[config.mk]
export PLATFORM = sky130hd
export DESIGN_NAME = fetch_queue_unit
export DESIGN_NICKNAME = d
export VERILOG_FILES = /design/src/rtl/fetch_queue_unit.sv
export SDC_FILE = /design/constraint.sdc
export NUM_CORES = 1
export LEC_CHECK = 0
export BUFFER_PORTS_ARGS = -buffer_cell sky130_fd_sc_hd__buf_2
export CAP_MARGIN = 20
export CORE_MARGIN = 1
export CORE_UTILIZATION = 60
export CTS_BUF_LIST = sky130_fd_sc_hd__clkbuf_16
export DETAILED_ROUTE_END_ITERATION = 8
export PLACE_DENSITY = 0.81
export SLEW_MARGIN = 30
export SYNTH_ARGS = -nofsm -noshare
export SYNTH_HDL_FRONTEND = slang
export SYNTH_SLANG_ARGS = --single-unit
[constraint.sdc]
create_clock -name clk -period 5.8 [get_ports clk]
set_input_delay 0.58 -clock clk [delete_from_list [all_inputs] [get_ports clk]]
set_output_delay 0.58 -clock clk [all_outputs]
set_load 0.01 [all_outputs]
[src/rtl/fetch_queue_unit.sv]
// Instruction-fetch front end: PC generator, in-order tagged instruction queue, redirect flush.
// Optional FETCH_PERF_CNT_EN adds saturating stall_cnt / flush_cnt outputs.
module fetch_queue_unit #(
  parameter int          DEPTH    = 4,
  parameter logic [31:0] RESET_PC = 32'd0
) (
  input  logic        clk,
  input  logic        rst_n,
  output logic        imem_req,
  output logic [31:0] imem_addr,
  input  logic        imem_gnt,
  input  logic        imem_rvalid,
  input  logic [31:0] imem_rdata,
  input  logic        redirect_valid,
  input  logic [31:0] redirect_pc,
  output logic        ins_valid,
  output logic [31:0] ins,
  output logic [31:0] ins_pc,
  input  logic        ins_ready
`ifdef FETCH_PERF_CNT_EN
  ,
  output logic [31:0] stall_cnt,
  output logic [15:0] flush_cnt
`endif
);
  localparam int            AW      = (DEPTH > 1) ? $clog2(DEPTH) : 1;
  localparam int            CW      = AW + 1;
  localparam logic [CW-1:0] DEPTH_C = CW'(DEPTH);

  logic [31:0]   fetch_pc_reg, fetch_pc_next;
  logic [31:0]   resp_pc_reg, resp_pc_next;
  logic [CW-1:0] count_reg, count_next;
  logic [CW-1:0] outstanding_reg, outstanding_next;
  logic [CW-1:0] discard_reg, discard_next;
  logic [AW-1:0] wr_ptr_reg, wr_ptr_next;
  logic [AW-1:0] rd_ptr_reg, rd_ptr_next;
  logic [31:0]   entry_data [DEPTH];
  logic [31:0]   entry_pc   [DEPTH];

  logic [CW:0]   occupancy;
  logic          req_fire;
  logic          push;
  logic          pop;
  logic [31:0]   redirect_aligned;

  assign redirect_aligned = {redirect_pc[31:2], 2'b00};
  assign occupancy        = {1'b0, count_reg} + {1'b0, outstanding_reg};
  // Queued plus in-flight fetches never exceed DEPTH, so every kept response has a slot.
  assign imem_req  = rst_n && !redirect_valid && (occupancy < {1'b0, DEPTH_C});
  assign imem_addr = fetch_pc_reg;
  assign req_fire  = imem_req && imem_gnt;
  assign push      = imem_rvalid && (discard_reg == '0) && !redirect_valid;
  assign pop       = ins_valid && ins_ready && !redirect_valid;

  assign ins_valid = (count_reg != '0);
  assign ins       = entry_data[rd_ptr_reg];
  assign ins_pc    = entry_pc[rd_ptr_reg];

  always_comb begin
    fetch_pc_next    = fetch_pc_reg;
    resp_pc_next     = resp_pc_reg;
    count_next       = count_reg;
    wr_ptr_next      = wr_ptr_reg;
    rd_ptr_next      = rd_ptr_reg;
    discard_next     = discard_reg;
    outstanding_next = outstanding_reg + CW'(req_fire) - CW'(imem_rvalid);
    if (redirect_valid) begin
      fetch_pc_next = redirect_aligned;
      resp_pc_next  = redirect_aligned;
      count_next    = '0;
      wr_ptr_next   = '0;
      rd_ptr_next   = '0;
      // Everything still in flight after this edge belongs to the abandoned path,
      // including responses already marked stale by an earlier redirect.
      discard_next  = outstanding_next;
    end else begin
      if (req_fire)
        fetch_pc_next = fetch_pc_reg + 32'd4;
      if (push) begin
        resp_pc_next = resp_pc_reg + 32'd4;
        wr_ptr_next  = wr_ptr_reg + AW'(1);
      end
      if (pop)
        rd_ptr_next = rd_ptr_reg + AW'(1);
      count_next = count_reg + CW'(push) - CW'(pop);
      if (imem_rvalid && (discard_reg != '0))
        discard_next = discard_reg - CW'(1);
    end
  end

  always_ff @(posedge clk or negedge rst_n) begin
    if (!rst_n) begin
      fetch_pc_reg    <= RESET_PC;
      resp_pc_reg     <= RESET_PC;
      count_reg       <= '0;
      outstanding_reg <= '0;
      discard_reg     <= '0;
      wr_ptr_reg      <= '0;
      rd_ptr_reg      <= '0;
    end else begin
      fetch_pc_reg    <= fetch_pc_next;
      resp_pc_reg     <= resp_pc_next;
      count_reg       <= count_next;
      outstanding_reg <= outstanding_next;
      discard_reg     <= discard_next;
      wr_ptr_reg      <= wr_ptr_next;
      rd_ptr_reg      <= rd_ptr_next;
    end
  end

  generate
    for (genvar gi = 0; gi < DEPTH; gi++) begin : g_entry
      logic [31:0] data_reg;
      logic [31:0] pc_reg;

      always_ff @(posedge clk or negedge rst_n) begin
        if (!rst_n) begin
          data_reg <= '0;
          pc_reg   <= '0;
        end else if (push && (wr_ptr_reg == AW'(gi))) begin
          data_reg <= imem_rdata;
          pc_reg   <= resp_pc_reg;
        end
      end

      assign entry_data[gi] = data_reg;
      assign entry_pc[gi]   = pc_reg;
    end
  endgenerate

`ifdef FETCH_PERF_CNT_EN
  always_ff @(posedge clk or negedge rst_n) begin
    if (!rst_n) begin
      stall_cnt <= '0;
      flush_cnt <= '0;
    end else begin
      if (ins_ready && !ins_valid && (stall_cnt != '1))
        stall_cnt <= stall_cnt + 32'd1;
      if (redirect_valid && (flush_cnt != '1))
        flush_cnt <= flush_cnt + 16'd1;
    end
  end
`endif

  assert property (@(posedge clk) disable iff (!rst_n) !(imem_rvalid && (count_reg == DEPTH_C)));

endmodule

==> run metrics, run 1 <==
status=finished clean; Register-to-Register Path Depth=13; global-route wire length before repair=51600 um; post-synthesis instance total=1062; Mapped Area=14900 um^2; Seq/Total Area, Yosys=0.540; Max stage delay on crit path=0.41 ns; post-placement cell area=roughly 16000 um^2; Max Buffers Root-to-Sink=3; ratio of cells with drive above 1 in the final layout=0.457; Post-synth top flop=dfrtp_1; distinct cell type count after synthesis=54; Peak VDD IR=223 uV; Final Routed Wirelength=31100 um; post-CTS setup buffer count=0; WL met2=15600 um; port buffer count=161; Total GRT Usage=0.257; pwr/cell area=between 400 and 500 nW/um^2; total number of H-tree levels=2; Req. time, crit path=slightly above 6 ns; die area=25400 um^2; Routed Antenna Nets=0; drt wl/cell=20.1 um; DR vias=approximately 9400; metal1 wirelength=about 13000 um; n_diodes=0; largest net degree at the start of global routing=160; worst slew pin tran=0.953 ns; root buf cell=clkbuf_16; wire length on met3=1680 um; Syn. warnings=0; Max Clk Rate=307 MHz; Die H=~160 um; CP max FO=29; pre-CTS setup slack=2.35 ns; Sink Count=321; RD Place Congestion=0.854; worst-path cell chain=ha_1 -> nor4_2 -> and4_1 -> buf_4 -> inv_2 -> ha_1 -> inv_1 -> ha_1 -> inv_1 -> fa_1 -> xnor2_1 -> nand2_1 -> o21ai_0; Final Cell Area=~17000 um^2; Filler cells=about 1700; Post-synth EDFFs=0; TritonCTS clock tree=built; router iterations before antenna repair=5; Avg Cell Area, Syn=14.0 um^2; r2r setup slk=between 2 and 3 ns; max reg flops=128; Final nets=approximately 1300; Setup crit end kind=register; clk slew on worst S/H paths=roughly 0.060 ns; Worst setup SP type=register; # DRC=0; type of the worst min-delay path=input pin to async pin; post-synthesis async set-or-reset flop share=1.00; DRT iter0 DRCs=just under 600; LEAKAGE=0.00816 uW; vias in the first global route=between 9000 and 10000; Final Max Tran Viols=0; Initial Util=0.611; number of max-cap violations=0; CTS buffer count=35; Core ar.=roughly 24000 um^2; DP HPWL=19700 um; clk_lat worst skew=~0.50 ns; I/O Pins=168; Die Wd=between 150 and 200 um; Setup Viol. Count Final=0; Worst Path Arrival=3.68 ns; Site Rows=57; Avg Vias per Cell=6.05; FF+latch count, synth=approximately 320; Slew headroom=0.361; Tcrit/Tclk final=0.562; Worst path slowest cell=dfrtp_1; critical path class=register to register; initial antenna violation count=0; Total Power=7350 uW; grt ovf=0; final hold violations=0; cts hold-fix bufs=0; uppermost routed layer=met4; post-CTS resize count=0; Area Overhead vs Synth=14.9%; Min Clock Period, post-route=3.26 ns; CP most frequent cell=ha_1; fin worst setup slack=between 2 and 3 ns; RSZ-0062 raised after global routing=no; clk_skew=0.00618 ns; final setup TNS=0 ns
-- through the flow --
step                hold slack (ns)  instances  utilization
global route                  0.122       1552        0.703
CTS                           0.102       1551        0.702
detailed placement            0.468       1489        0.652
floorplan                     0.284       1065            -
finish                       0.0673       1552        0.703
global placement              0.457       1489        0.652
-- final timing paths --
path	startpoint	endpoint
worst max-delay path	count_reg[2]	discard_reg[2]
worst min-delay path	rst_n	g_entry[3].data_reg[8]
worst max register to register	count_reg[2]	discard_reg[2]
worst min register to register	g_entry[1].pc_reg[12]	g_entry[1].pc_reg[12]
max in group asynchronous	rst_n	g_entry[3].pc_reg[13]
min in group clk	redirect_pc[10]	imem_addr[10]
-- critical path, delay by kind of cell, from the launching register on --
family / cells / cell delay, ns
xor gates and xnor gates: 1 / 0.21
and+or+nand+nor: 3 / 0.64
DFF: 1 / 0.41
AOI/OAI and AO/OA: 1 / 0.09
buffers and inverters: 4 / 0.65
adders and majority gates: 4 / 1.16
-- where the power goes --
group	switching, uW	leakage (uW)	internal, uW
Combinational	875	0.00333	1100
Clock	883	0.000601	1420
Sequential	364	0.00423	2710
-- Yosys cell counts (3+ instances only) --
cell        n  share of area
dfrtp_1   321           0.54
mux2_2    257           0.19
mux4_2     62          0.094
nand2_1    57          0.014
nand3_1    43          0.014
buf_2      40          0.013
o21ai_0    34          0.011
xor2_1     26          0.015
nor2_1     22         0.0056
inv_1      20         0.0050
clkbuf_1   19         0.0048
xnor2_1    19          0.011
nand4_1    18         0.0076
ha_1       14          0.012
o211ai_1   13         0.0066
and3_1      8         0.0034
buf_4       8         0.0040
or4_1       6         0.0030
a21oi_1     5         0.0017
nor3_1      5         0.0017
or3_1       5         0.0021
a21o_1      4         0.0020
and2_1      4         0.0017
o311ai_0    4         0.0024
a31oi_1     3         0.0013
nand2b_1    3         0.0013
nor4_1      3         0.0013
o31a_1      3         0.0018
-- kinds of logic after synthesis --
group / share of synthesized area
AO/OA/AOI/OAI: 0.0321
XOR/XNOR: 0.0265
adder cells (fa/ha/maj): 0.0145
buffers and inverters: 0.0290
flip-flops: 0.540
multiplexers: 0.289
other: 0.000252
AND/OR/NAND/NOR: 0.0688
-- placed cells by master, fill, tap and decap left out, types with 6 or more instances in the layout --
cell,instances
clkinv_1,7
mux2_2,257
xor2_1,26
nand4_1,18
or4_1,6
buf_2,160
inv_1,24
xnor2_1,19
buf_4,8
ha_1,14
dfrtp_1,319
nand2_1,53
mux4_2,62
clkbuf_16,37
clkinv_2,6
o211ai_1,13
nand3_1,43
and3_1,8
nor2_1,22
bufinv_16,6
o21ai_0,34
-- layer usage --
| layer | up-vias | track usage |
|---|---|---|
| li1 | 4162 | - |
| met1 | 4872 | 0.359 |
| met2 | 309 | 0.424 |
| met3 | 44 | 0.0396 |
| met4 | 0 | 0.0682 |
| met5 | - | 0 |
-- final cells by class --
type	count	area, um^2	area share
Sequential cell	321	8040	0.470
Multi-Input combinational cell	651	6440	0.377
Timing Repair Buffer	172	927	0.0542
Clock buffer	37	926	0.0542
Tap cell	324	405	0.0237
Clock inverter	25	274	0.0160
Inverter	22	82.6	0.00483
Power figures use the tool's default switching activity.
==> run 2: changes to the inputs <==
Settings changed: CORE_UTILIZATION 60 to 53, PLACE_DENSITY 0.81 to 0.75.
Clock period 5.8 ns to 2.9 ns, I/O delays scaled along.
==> run 2 against run 1 <==
Net effect:
- sequential cell count stayed put
- sequential share of layout area hardly changed
- non-clock buffer count is 8 higher
- cell count is 3.7% higher
- global-route usage is 3.4 points lower
- highest routed layer unchanged
- critical endpoint unchanged
- clock power is 72% higher
- wire length is 1.6% lower
- via count is 1.0% lower
- count of clock-buffer cells in the layout is 1 lower
- core utilization is 7.5 points lower
- design area hardly changed
- total power is 91% higher
==> run metrics, run 2 (synthesis gave the netlist of run 1 again) <==
I/O Pins=168 (unchanged); grt ovf=0 (unchanged); clk_lat worst skew=0.51 ns (was 0.50 ns); final setup TNS=0 ns (unchanged); worst slew pin tran=0.979 ns (was 0.953 ns); wire length on met3=1700 um (was 1680 um); LEAKAGE=0.00815 uW (was 0.00816 uW); vias in the first global route=9520 (was 9729); CP most frequent cell=ha_1 (unchanged); RSZ-0062 raised after global routing=no (unchanged); Worst setup SP type=register (unchanged); number of max-cap violations=0 (unchanged); n_diodes=0 (unchanged); RD Place Congestion=0.897 (was 0.854); Area Overhead vs Synth=15.0% (was 14.9%); # DRC=0 (unchanged); Final Cell Area=17100 um^2 (about the same); TritonCTS clock tree=built (unchanged); clk slew on worst S/H paths=0.06 ns (about the same); initial antenna violation count=0 (unchanged); total number of H-tree levels=2 (unchanged); Req. time, crit path=3.32 ns (was 6.22 ns); clk_skew=0.0143 ns (was 0.00618 ns); root buf cell=clkbuf_16 (unchanged); final hold violations=0 (unchanged); Worst path slowest cell=dfrtp_1 (unchanged); Setup crit end kind=register (unchanged); Min Clock Period, post-route=2.61 ns (was 3.26 ns); Cells after DPL=1545 (was 1489); DR vias=9293 (was 9387); fin worst setup slack=0.285 ns (was 2.54 ns); uppermost routed layer=met4 (unchanged); post-CTS resize count=0 (unchanged); Final nets=1297 (was 1289); post-placement cell area=16100 um^2 (was 15900 um^2); CP max FO=4 (was 29); Peak VDD IR=409 uV (was 223 uV); critical path class=register to register (unchanged); max reg flops=128 (unchanged); Die H=169 um (was 159 um); Max Clk Rate=382 MHz (was 307 MHz); Total Power=14100 uW (was 7350 uW); Die Wd=169 um (was 159 um); DRT iter0 DRCs=603 (was 587); Worst Path Arrival=3.04 ns (was 3.68 ns); metal1 wirelength=13900 um (was 13400 um); DP HPWL=19200 um (was 19700 um); status=finished clean (unchanged); port buffer count=161 (unchanged); Routed Antenna Nets=0 (unchanged); non-filler instance count after layout=1609 (was 1552); Final Routed Wirelength=30600 um (was 31100 um); pwr/cell area=822 nW/um^2 (was 430 nW/um^2); global-route wire length before repair=50400 um (was 51600 um); Site Rows=60 (was 57); Tcrit/Tclk final=0.902 (was 0.562); Max stage delay on crit path=0.44 ns (was 0.41 ns); Setup Viol. Count Final=0 (unchanged); most common library cell in the layout ignoring fill and taps=dfrtp_1 (unchanged); Sink Count=321 (unchanged); type of the worst min-delay path=input pin to register (was input pin to async pin); Slew headroom=0.347 (was 0.361); WL met2=14500 um (was 15600 um); CTS buffer count=35 (unchanged); drt wl/cell=19.0 um (was 20.1 um); Avg Vias per Cell=5.78 (was 6.05); die area=28700 um^2 (was 25400 um^2); worst-path cell chain=ha_1 -> nor4_2 -> and4_1 -> inv_2 -> ha_1 -> inv_1 -> ha_1 -> inv_1 -> fa_1 -> xnor2_1 -> nand2_1 -> o21ai_0 (was ha_1 -> nor4_2 -> and4_1 -> buf_4 -> inv_2 -> ha_1 -> inv_1 -> ha_1 -> inv_1 -> fa_1 -> xnor2_1 -> nand2_1 -> o21ai_0); Final Max Tran Viols=0 (unchanged); commonest non-fill, non-tap cells in the layout=dfrtp_1 (319), mux2_2 (257), buf_2 (160) (unchanged); router iterations before antenna repair=5 (unchanged); Core ar.=27300 um^2 (was 24300 um^2); Total GRT Usage=0.223 (was 0.257); largest net degree at the start of global routing=155 (was 160); Max Buffers Root-to-Sink=3 (unchanged); ratio of cells with drive above 1 in the final layout=0.454 (was 0.457); Initial Util=0.546 (was 0.611); pre-CTS setup slack=0.313 ns (was 2.35 ns)
==> run 2: layout make-up <==
class,instances,area [um^2]
Inverter,22,82.6
Fill cell,2089,10200
Clock buffer,36,901
Timing Repair Buffer,180,1060
Tap cell,372,465
Clock inverter,27,128
Multi-Input combinational cell,651,6430
Sequential cell,321,8040
==> run 2: worst paths after layout <==
path	end	startpoint	cells after the start	slack (ns)
setup / recovery	discard_reg[2]	count_reg[1]	12	0.29
hold / removal	imem_addr[4]	redirect_pc[4]	3	0.03
setup reg to reg	discard_reg[2]	count_reg[1]	12	0.29
hold reg to reg	g_entry[0].pc_reg[12]	g_entry[0].pc_reg[12]	2	0.48
max in group asynchronous	resp_pc_reg[11]	rst_n	3	1.66
min in group asynchronous	g_entry[1].data_reg[9]	rst_n	2	0.19
==> run 2: repair_timing <==
item                      4_1_cts  5_1_grt
hold endpoints to repair       42        0
hold buffers                    1        0
setup buffers                   0        0
==> run 2: worst max-delay path, delay by kind of cell, from the launching register on <==
kind	cells	cell delay [ns]
fa+ha+maj	4	1.00
simple gates	3	0.64
flops	1	0.44
xor+xnor	1	0.22
buf+inv	3	0.15
compound gates	1	0.08
==> run 2: through the flow <==
stage / hold WS, ns / util
floorplan: -0.00559 / -
global route: 0.0263 / 0.627
detailed placement: 0.120 / 0.589
CTS: 0.0117 / 0.627
finish: 0.0303 / 0.627
global placement: 0.119 / 0.589
==> run 2: metal layers <==
layer,track usage,up-vias
met4,0.0521,0
met3,0.0401,34
li1,-,4182
met1,0.320,4791
met2,0.354,286
met5,0,-
==> run 2: report_power, final <==
part	switching [uW]	total [uW]	internal [uW]
Sequential	612	6030	5420
Clock	1720	3970	2250
Combinational	1830	4050	2220
Total	4160	14100	9890
